File: config.mk
export PLATFORM = sky130hd
export DESIGN_NAME = uart_rx_fifo
export DESIGN_NICKNAME = d
export VERILOG_FILES = /design/src/rtl/uart_rx_pkg.sv /design/src/rtl/uart_pulse_det.sv /design/src/rtl/uart_rx_fifo.sv
export SDC_FILE = /design/constraint.sdc
export NUM_CORES = 1
export LEC_CHECK = 0
export BUFFER_PORTS_ARGS = -buffer_cell sky130_fd_sc_hd__buf_2
export CORE_MARGIN = 1
export CORE_UTILIZATION = 58
export CTS_CLUSTER_DIAMETER = 60
export DETAILED_ROUTE_END_ITERATION = 8
export GPL_TIMING_DRIVEN = 0
export PLACE_DENSITY = 0.76
export SYNTH_ARGS = -nofsm -noshare
export SYNTH_HDL_FRONTEND = slang
export SYNTH_SLANG_ARGS = --single-unit
File: constraint.sdc
create_clock -name CLK -period 3.2 [get_ports CLK]
set_clock_uncertainty 0.05 [all_clocks]
set_input_delay 0 -clock CLK [delete_from_list [all_inputs] [get_ports CLK]]
set_output_delay 0 -clock CLK [all_outputs]
set_load 0.02 [all_outputs]
File: src/rtl/uart_rx_pkg.sv
// rtl/uart_rx_pkg.sv - shared defaults and saturating increment for the UART receive buffer
package uart_rx_pkg;

    localparam int UART_DATA_W    = 8;
    localparam int UART_ERR_CNT_W = 8;

    // Holds at all-ones instead of wrapping back to zero.
    function automatic logic [UART_ERR_CNT_W-1:0] sat_inc(input logic [UART_ERR_CNT_W-1:0] cnt);
        logic [UART_ERR_CNT_W-1:0] one;
        one = {{(UART_ERR_CNT_W-1){1'b0}}, 1'b1};
        return (&cnt) ? cnt : cnt + one;
    endfunction

endpackage

File: src/rtl/uart_pulse_det.sv
// rtl/uart_pulse_det.sv - single-bit rising-edge detector
module uart_pulse_det (
    input  logic CLK,
    input  logic RST,
    input  logic din,
    output logic pulse
);

    logic din_q;

    always_ff @(posedge CLK or negedge RST) begin
        if (!RST) begin
            din_q <= 1'b0;
        end else begin
            din_q <= din;
        end
    end

    assign pulse = din & ~din_q;

endmodule

File: src/rtl/uart_rx_fifo.sv
// rtl/uart_rx_fifo.sv - receive frame FIFO with error counters and overflow status
module uart_rx_fifo
    import uart_rx_pkg::*;
#(
    parameter int DATA_WIDTH = UART_DATA_W,
    parameter int DEPTH      = 8,
    parameter int ERR_CNT_W  = UART_ERR_CNT_W
) (
    input  logic                          CLK,
    input  logic                          RST,
    input  logic [DATA_WIDTH-1:0]         P_DATA,
    input  logic                          data_valid,
    input  logic                          Parity_Error,
    input  logic                          Stop_Error,
    input  logic                          flush,
    input  logic                          rd_ready,
    output logic [DATA_WIDTH-1:0]         rd_data,
    output logic                          rd_valid,
    output logic                          full,
    output logic [$clog2(DEPTH):0]        fifo_count,
    output logic                          overflow,
    input  logic                          clr_status,
    output logic [ERR_CNT_W-1:0]          par_err_cnt,
    output logic [ERR_CNT_W-1:0]          stp_err_cnt
);

    localparam int ADDR_WIDTH = $clog2(DEPTH);
    localparam logic [ADDR_WIDTH:0] PTR_ONE = {{ADDR_WIDTH{1'b0}}, 1'b1};
    localparam logic [ERR_CNT_W-1:0] CNT_ONE = {{(ERR_CNT_W-1){1'b0}}, 1'b1};

    logic                  wr_ev;
    logic                  par_ev;
    logic                  stp_ev;
    logic [DATA_WIDTH-1:0] mem [DEPTH];
    logic [ADDR_WIDTH:0]   wr_ptr;
    logic [ADDR_WIDTH:0]   rd_ptr;
    logic                  empty;
    logic                  full_int;
    logic                  pop;
    logic                  push;

    uart_pulse_det u_dv_det  (.CLK(CLK), .RST(RST), .din(data_valid),   .pulse(wr_ev));
    uart_pulse_det u_par_det (.CLK(CLK), .RST(RST), .din(Parity_Error), .pulse(par_ev));
    uart_pulse_det u_stp_det (.CLK(CLK), .RST(RST), .din(Stop_Error),   .pulse(stp_ev));

    assign empty    = (wr_ptr == rd_ptr);
    assign full_int = (wr_ptr[ADDR_WIDTH-1:0] == rd_ptr[ADDR_WIDTH-1:0]) &&
                      (wr_ptr[ADDR_WIDTH] != rd_ptr[ADDR_WIDTH]);
    assign pop      = ~empty & rd_ready;
    // A pop frees the slot in the same cycle, so a full FIFO still accepts a write alongside it.
    assign push     = wr_ev & (~full_int | pop);

    assign rd_valid   = ~empty;
    assign full       = full_int;
    assign fifo_count = wr_ptr - rd_ptr;
    assign rd_data    = mem[rd_ptr[ADDR_WIDTH-1:0]];

    always_ff @(posedge CLK) begin
        if (push && !flush) begin
            mem[wr_ptr[ADDR_WIDTH-1:0]] <= P_DATA;
        end
    end

    always_ff @(posedge CLK or negedge RST) begin
        if (!RST) begin
            wr_ptr <= '0;
            rd_ptr <= '0;
        end else if (flush) begin
            wr_ptr <= '0;
            rd_ptr <= '0;
        end else begin
            if (push) begin
                wr_ptr <= wr_ptr + PTR_ONE;
            end
            if (pop) begin
                rd_ptr <= rd_ptr + PTR_ONE;
            end
        end
    end

    // A fresh event in the same cycle as clr_status takes priority over the clear.
    always_ff @(posedge CLK or negedge RST) begin
        if (!RST) begin
            overflow    <= 1'b0;
            par_err_cnt <= '0;
            stp_err_cnt <= '0;
        end else begin
            if (wr_ev && full_int && !pop && !flush) begin
                overflow <= 1'b1;
            end else if (clr_status) begin
                overflow <= 1'b0;
            end

            if (par_ev) begin
                par_err_cnt <= clr_status ? CNT_ONE : sat_inc(par_err_cnt);
            end else if (clr_status) begin
                par_err_cnt <= '0;
            end

            if (stp_ev) begin
                stp_err_cnt <= clr_status ? CNT_ONE : sat_inc(stp_err_cnt);
            end else if (clr_status) begin
                stp_err_cnt <= '0;
            end
        end
    end

endmodule

==> results of run 1 <==
[layout by cell type (no fill, tap or decap), types with 4 or more instances in the layout]
| cell type | count |
|---|---|
| sky130_fd_sc_hd__mux4_2 | 16 |
| sky130_fd_sc_hd__o21ai_0 | 5 |
| sky130_fd_sc_hd__dlygate4sd3_1 | 13 |
| sky130_fd_sc_hd__clkbuf_8 | 9 |
| sky130_fd_sc_hd__buf_4 | 5 |
| sky130_fd_sc_hd__edfxtp_1 | 64 |
| sky130_fd_sc_hd__xor2_1 | 5 |
| sky130_fd_sc_hd__nor2_4 | 4 |
| sky130_fd_sc_hd__xnor2_1 | 10 |
| sky130_fd_sc_hd__dfrtp_1 | 28 |
| sky130_fd_sc_hd__inv_1 | 11 |
| sky130_fd_sc_hd__ha_1 | 7 |
| sky130_fd_sc_hd__buf_2 | 49 |
| sky130_fd_sc_hd__and3_1 | 5 |
| sky130_fd_sc_hd__clkbuf_1 | 4 |
| sky130_fd_sc_hd__or3_1 | 4 |
| sky130_fd_sc_hd__o211ai_1 | 6 |
| sky130_fd_sc_hd__nand2b_1 | 4 |
| sky130_fd_sc_hd__a21oi_1 | 8 |
| sky130_fd_sc_hd__nand3_1 | 10 |
| sky130_fd_sc_hd__nor2_1 | 16 |
| sky130_fd_sc_hd__nand2_1 | 33 |
[worst register-to-register path, cell delays in order, from the launching register on]
cell,delay (ns)
sky130_fd_sc_hd__dfrtp_1,0.41
sky130_fd_sc_hd__buf_2,0.31
sky130_fd_sc_hd__buf_2,0.34
sky130_fd_sc_hd__inv_1,0.08
sky130_fd_sc_hd__ha_1,0.30
sky130_fd_sc_hd__and3_1,0.24
sky130_fd_sc_hd__a31o_4,0.31
sky130_fd_sc_hd__or3_1,0.42
sky130_fd_sc_hd__nor2_4,0.16
sky130_fd_sc_hd__buf_12,0.15
[metrics by stage]
step / cells / total power [µW]
5_1_grt: 446 / 2580
3_5_place_dp: 411 / 1700
3_3_place_gp: 409 / 1690
4_1_cts: 440 / 2500
6_report: 446 / 2490
2_1_floorplan: 283 / 1590
[power by group]
group	switching (µW)	internal [µW]	leakage [µW]	total [µW]
sequential	14.9	1290	0.000956	1310
clock	422	372	0.000101	794
combinational	217	168	0.000828	385
total	654	1830	0.00188	2490
[routing by layer]
metal	routed length (µm)	global-route usage	vias to the layer above
met3	347	0.0438	17
met1	3580	0.320	1281
met2	3900	0.379	71
met5	0	0	-
met4	162	0.102	0
li1	-	-	1217
[cells by family (layout without fill, tap and decap cells)]
group / count (synthesis) / in the layout
buf+inv: 22 / 105
fa+ha+maj: 8 / 8
compound gates: 31 / 31
flops: 92 / 92
simple gates: 96 / 96
xor+xnor: 15 / 15
mux: 19 / 19
[flip-flops by register name (all words and copies together), names as in the netlist]
| name | count |
|---|---|
| rd_ptr | 4 |
| overflow | 1 |
| mem | 64 |
| par_err_cnt | 8 |
| stp_err_cnt | 8 |
| wr_ptr | 4 |
| u_stp_det.din_q | 1 |
| u_dv_det.din_q | 1 |
| u_par_det.din_q | 1 |
[area by class of cell]
type                       instances  area, µm²  share of cell area
sequential                        92       2620               0.536
multi-input combinational        169       1400               0.287
timing repair buffer              67        458              0.0936
clock buffer                       9        124              0.0253
tap                               80        100              0.0205
clock inverter                     7       83.8              0.0171
buffer                            10       56.3              0.0115
inverter                          12       45.0             0.00921
[path summary, 6_finish.rpt]
check,startpoint,to,slack [ns],cells past startpoint
max reg2reg,rd_ptr[1],mem[3][4],0.15,9
min reg2reg,overflow,overflow,0.49,2
max,rd_ptr[1],mem[3][4],0.15,9
min,clr_status,stp_err_cnt[7],0.04,4
min in group asynchronous,RST,stp_err_cnt[2],0.17,2
max in group asynchronous,RST,rd_ptr[3],2.52,2
[timing repair]
| item | in CTS | in global routing |
|---|---|---|
| setup buffers | 0 | 6 |
| endpoints found under the setup margin | 56 | 48 |
| hold buffers | 13 | 0 |
| pin swaps | 1 | 4 |
| gates resized for setup | 12 | 3 |
| endpoints found under the hold margin | 96 | 0 |
==> impl_summary.log, run 1 <==
[metrics] result of the run: finished, final reports clean
[metrics] overall track demand over capacity in global routing: 0.236
[metrics] number of cell rows: 30
[metrics] starting DRC count in detailed routing: 217
[metrics] H-Tree Depth: 3
[metrics] worst path bufs/invs: 4
[metrics] synthesized instance count: 283
[metrics] standby leakage power: 0.00188 µW
[metrics] via/cell ratio: 5.80
[metrics] worst slew slack as a fraction of its limit: 0.564
[metrics] most used cell along the critical path: sky130_fd_sc_hd__buf_2
[metrics] kind of cell adding the most delay to the critical path: buffers and inverters
[metrics] buffers added on ports: 46
[metrics] unrepaired setup endpoints after global routing: no
[metrics] antenna violations before repair: 0
[metrics] total grt overflow: 0
[metrics] number of nets with antenna violations after detailed routing: 0
[metrics] minimum hold slack: 0.0430 ns
[metrics] final period utilization: 0.953
[metrics] starting utilization of the core area: 0.598
[metrics] global-route wire length before repair: 12.6 mm
[metrics] Req. time, crit path: 3.23 ns
[metrics] layout filler cell count: 442
[metrics] post-synthesis cell type with the largest combined area: sky130_fd_sc_hd__edfxtp_1
[metrics] Vias: 2586
[metrics] detailed-routing iteration count for the pre-antenna-repair pass: 4
[metrics] final layout net count: 385
[metrics] number of flops mapped to enable cells by yosys: 64
[metrics] average wire per standard cell: 17.9 µm
[metrics] final instance area: 4890 µm²
[metrics] Post-Synthesis Mean Instance Area: 14.3 µm²
[metrics] number of failing setup endpoints in the final timing report: 0
[metrics] mux cell area share after synthesis: 0.0967
[metrics] power per unit of standard cell area: 508 nW/µm²
[metrics] worst path setup slack after routing: 0.152 ns
[metrics] Antenna diodes: 0
[metrics] dominant combinational cell family by area after synthesis: simple AND/OR/NAND/NOR gates
[metrics] worst path arrival time: 3.07 ns
[metrics] ranking of synthesized cells by area: sky130_fd_sc_hd__edfxtp_1 (48%), sky130_fd_sc_hd__dfrtp_1 (17%), sky130_fd_sc_hd__mux4_2 (8.9%)
[metrics] measured slew at the worst slew-check pin: 0.654 ns
[metrics] Startpoint Class: register
[metrics] final WL: 7.98 mm
[metrics] area share of the largest cell type after synthesis: 0.476
[metrics] Syn Nets: 307
[metrics] growth of design area from synthesis to finish: 21.2%
[metrics] share of final-layout standard cells stronger than drive strength 1: 0.284
[metrics] crit-path max cell delay: 0.42 ns
[metrics] fraction of registers with async set or reset after synthesis: 0.304
[metrics] Die X-Extent: 85.4 µm
[metrics] part of the Yosys area used for sequential elements: 0.650
[metrics] post-layout utilization of the core: 0.724
[metrics] number of global-route vias before repair: 2487
[metrics] pin count of the biggest net entering global routing: 29
[metrics] area share of and/or/nand/nor cells after synthesis: 0.115
[metrics] critical path class: register to register
[metrics] deepest clock path buffer count: 2
[metrics] most common flop cell mapped by yosys: sky130_fd_sc_hd__edfxtp_1
[metrics] die outline area: 7300 µm²
[metrics] Synth Area in Adders: 0.0267
[metrics] maximum net fanout on the critical path: 10
[metrics] critical-path cell with the highest stage delay: sky130_fd_sc_hd__or3_1
[metrics] count of warnings emitted by yosys: 0
[metrics] Peak Freq: 0.328 GHz
[metrics] Mapped Area: 4040 µm²
[metrics] insertion delay to the later sink of the worst-skew pair: 0.35 ns
[metrics] Max VDD drop: 372 µV
[metrics] xor and xnor area share after synthesis: 0.0325
[metrics] GPL Wtd Cong: 0.805
[metrics] Clock Root Buffer: sky130_fd_sc_hd__clkbuf_8
[metrics] number of hold violations in the final report: 0
[metrics] reported max-cap violation count: 0
[metrics] number of pins exceeding their max-slew limit in the final report: 0
[metrics] kind of path behind the tightest hold check: input pin to register
[metrics] number of ports placed on the die boundary: 47
[metrics] Yosys reg bits: 92
[metrics] total clock buffers created by CTS: 9
[metrics] most instantiated cells after synthesis: sky130_fd_sc_hd__edfxtp_1 (64), sky130_fd_sc_hd__nand2_1 (33), sky130_fd_sc_hd__dfrtp_1 (28)
[metrics] DR DRC count: 0
[metrics] aggregate negative setup slack: 0 ns
[metrics] clock-pin slew of the registers on the worst-case setup and hold paths: 0.09 ns
[metrics] post-detailed-placement cell area: 4400 µm²
[metrics] ordered list of cells on the worst path: buf_2 > buf_2 > inv_1 > ha_1 > and3_1 > a31o_4 > or3_1 > nor2_4 > buf_12
[metrics] post-layout minimum cycle time: 3.05 ns
[metrics] number of distinct library cell variants in the gate-level netlist after synthesis: 41
[metrics] fraction of the mapped netlist area in compound gates: 0.0545
[metrics] clk sinks: 92
[metrics] top-count cell post-synth: sky130_fd_sc_hd__edfxtp_1
[metrics] total half-perimeter wirelength after legalization and detailed placement: 5.09 mm
[metrics] CTS tree: yes
[metrics] CP endpoint kind: register
[metrics] die outline height: 85.4 µm
[metrics] area inside the core boundary: 6760 µm²
[metrics] pre-CTS setup slack: -0.571 ns
Power figures use the tool's default switching activity.
==> run 2, diff against run 1 <==
- CORE_UTILIZATION: 58 -> 60
- PLACE_DENSITY: 0.76 -> 0.79
- clock period: 3.2 -> 3.6 ns (I/O delays scaled with it)
==> run 2 against run 1 <==
The run now ends with design-rule violations left. Fmax shrank 10%. Sequential power shrank 11%. Combinational power fell by 13%. Flip-flop and latch count unchanged. Clock-buffer cell count stayed put. Via count shrank 1.3%. Total power is 13% lower. Global-route usage increased by 1.0 points. Largest power group unchanged.
==> impl_summary.log, run 2 (synthesis results as in run 1) <==
[metrics] number of ports placed on the die boundary: 47
[metrics] failing checks: design-rule violations
[metrics] area inside the core boundary: 6420 µm²
[metrics] deepest clock path buffer count: 2
[metrics] GPL Wtd Cong: 0.772
[metrics] slack of the worst reg-to-reg path: 0.20 ns
[metrics] Max VDD drop: 325 µV
[metrics] number of hold violations in the final report: 0
[metrics] post-layout utilization of the core: 0.735
[metrics] worst path arrival time: 3.33 ns
[metrics] post-layout minimum cycle time: 3.40 ns
[metrics] setup fix buffers added after clock tree synthesis: 0
[metrics] growth of design area from synthesis to finish: 16.9%
[metrics] Startpoint Class: register
[metrics] via/cell ratio: 5.85
[metrics] worst min-delay path endpoint: stp_err_cnt[7]
[metrics] result of the run: complete, but fails checks
[metrics] commonest non-fill, non-tap cells in the layout: sky130_fd_sc_hd__edfxtp_1 (64), sky130_fd_sc_hd__buf_2 (49), sky130_fd_sc_hd__nand2_1 (33), sky130_fd_sc_hd__dfrtp_1 (28), sky130_fd_sc_hd__nor2_1 (20)
[metrics] worst path bufs/invs: 3
[metrics] Vias: 2552
[metrics] post-detailed-placement cell area: 4390 µm²
[metrics] reported max-cap violation count: 0
[metrics] buffers added on ports: 46
[metrics] detailed-routing iteration count for the pre-antenna-repair pass: 7
[metrics] critical-path cell with the highest stage delay: sky130_fd_sc_hd__nor2_1
[metrics] power per unit of standard cell area: 460 nW/µm²
[metrics] worst slew slack as a fraction of its limit: 0.411
[metrics] total clock buffers created by CTS: 9
[metrics] Antenna diodes: 0
[metrics] final WL: 7.92 mm
[metrics] DR DRC count: 6
[metrics] clock-pin slew of the registers on the worst-case setup and hold paths: 0.09 ns
[metrics] share of final-layout standard cells stronger than drive strength 1: 0.256
[metrics] critical path class: register to register
[metrics] pin count of the biggest net entering global routing: 29
[metrics] kind of cell adding the most delay to the critical path: simple AND/OR/NAND/NOR gates
[metrics] overall track demand over capacity in global routing: 0.246
[metrics] H-Tree Depth: 3
[metrics] crit-path max cell delay: 0.68 ns
[metrics] final period utilization: 0.943
[metrics] starting utilization of the core area: 0.629
[metrics] average wire per standard cell: 18.2 µm
[metrics] Die X-Extent: 84.0 µm
[metrics] die outline area: 7060 µm²
[metrics] Clock Root Buffer: sky130_fd_sc_hd__clkbuf_8
[metrics] insertion delay to the later sink of the worst-skew pair: 0.36 ns
[metrics] number of pins exceeding their max-slew limit in the final report: 0
[metrics] number of cells on the worst reg-to-reg path: 8
[metrics] Worst Hold Launch: clr_status
[metrics] CTS tree: yes
[metrics] ordered list of cells on the worst path: buf_2 > buf_2 > inv_1 > ha_1 > and3_1 > a31o_4 > or3_1 > nor2_1
[metrics] number of nets with antenna violations after detailed routing: 0
[metrics] number of failing setup endpoints in the final timing report: 0
[metrics] Peak Freq: 0.294 GHz
[metrics] starting DRC count in detailed routing: 184
[metrics] total grt overflow: 0
[metrics] clk sinks: 92
[metrics] measured slew at the worst slew-check pin: 0.880 ns
[metrics] unrepaired setup endpoints after global routing: no
[metrics] maximum net fanout on the critical path: 10
[metrics] reg-to-reg endpoint: mem[3][0]
[metrics] total half-perimeter wirelength after legalization and detailed placement: 5.27 mm
[metrics] number of global-route vias before repair: 2501
[metrics] most used cell along the critical path: sky130_fd_sc_hd__buf_2
[metrics] kind of path behind the tightest hold check: input pin to register
[metrics] worst hold path stage count: 4
[metrics] flip-flop count of the largest register, all copies and words added: 64
[metrics] final instance area: 4720 µm²
[metrics] number of cell rows: 29
[metrics] reg2reg start: rd_ptr[1]
[metrics] Req. time, crit path: 3.54 ns
[metrics] CP endpoint kind: register
[metrics] antenna violations before repair: 0
[metrics] commonest non-fill, non-tap cell in the layout: sky130_fd_sc_hd__edfxtp_1
[metrics] global-route wire length before repair: 12.8 mm
[metrics] standby leakage power: 0.00183 µW
[metrics] die outline height: 84.0 µm
[metrics] final layout net count: 379
==> run 2: changes by cell type in the layout (fill, tap and decap cells not counted), moves of 2 or more <==
cell / previous run / this run
sky130_fd_sc_hd__nor2_1: 16 / 20
sky130_fd_sc_hd__nor3_2: 0 / 2
sky130_fd_sc_hd__nor4_2: 0 / 2
sky130_fd_sc_hd__nor4_4: 2 / 0
sky130_fd_sc_hd__buf_4: 5 / 2
sky130_fd_sc_hd__nor2_4: 4 / 0
sky130_fd_sc_hd__buf_12: 3 / 0
sky130_fd_sc_hd__nor3_4: 2 / 0
==> run 2: through the flow <==
step | cells | setup slack, ns | TNS, ns | hold WS [ns] | total power, µW
after floorplan | 283 | 0.656 | 0 | -0.346 | 1410
after global placement | 406 | -0.326 | -5.83 | -0.00261 | 1500
after detailed placement | 408 | -0.289 | -3.57 | 0.0111 | 1510
after CTS | 436 | 0.150 | 0 | 0.0351 | 2180
after global routing | 436 | 0.0260 | 0 | 0.0523 | 2250
final | 436 | 0.204 | 0 | 0.0462 | 2170
==> run 2: power by group <==
part | internal, µW | switching (µW) | total [µW]
clock | 318 | 353 | 671
sequential | 1150 | 14.6 | 1160
combinational | 148 | 188 | 336
==> run 2: worst reg2reg max path, delay by kind of cell, from the launching register on <==
family	cells	cell delay, ns
fa+ha+maj	1	0.32
simple gates	3	1.24
buf+inv	3	0.73
compound gates	1	0.29
flops	1	0.41
==> run 2: what timing repair did <==
action,CTS,global route
gates resized for setup,2,0
hold endpoints to repair,97,0
hold buffers,13,0
setup endpoints to repair,16,0
==> run 2: metal layers <==
metal  GRT usage  wire [µm]
met2       0.391       3910
met4      0.0987        100
met3      0.0366        373
met1       0.347       3530
met5           0          0
==> run 2: layout make-up <==
class	instances	area, µm²
multi-input combinational	169	1340
tap	77	96.3
timing repair buffer	61	375
sequential	92	2620
clock buffer	9	124
inverter	12	45.0
fill	419	1700
buffer	10	56.3
clock inverter	6	65.1
==> run 2: worst max path at each step <==
stage                           end  depth (start not counted)  slack, ns       from
after floorplan           mem[0][0]                          7       0.66  rd_ptr[1]
after global placement    mem[0][7]                          7      -0.33  rd_ptr[1]
after detailed placement  mem[6][4]                          8      -0.29  rd_ptr[1]
after CTS                 mem[3][0]                          8       0.15  rd_ptr[1]
after global routing      mem[1][0]                          8       0.03  rd_ptr[1]
final                     mem[3][0]                          8       0.20  rd_ptr[1]
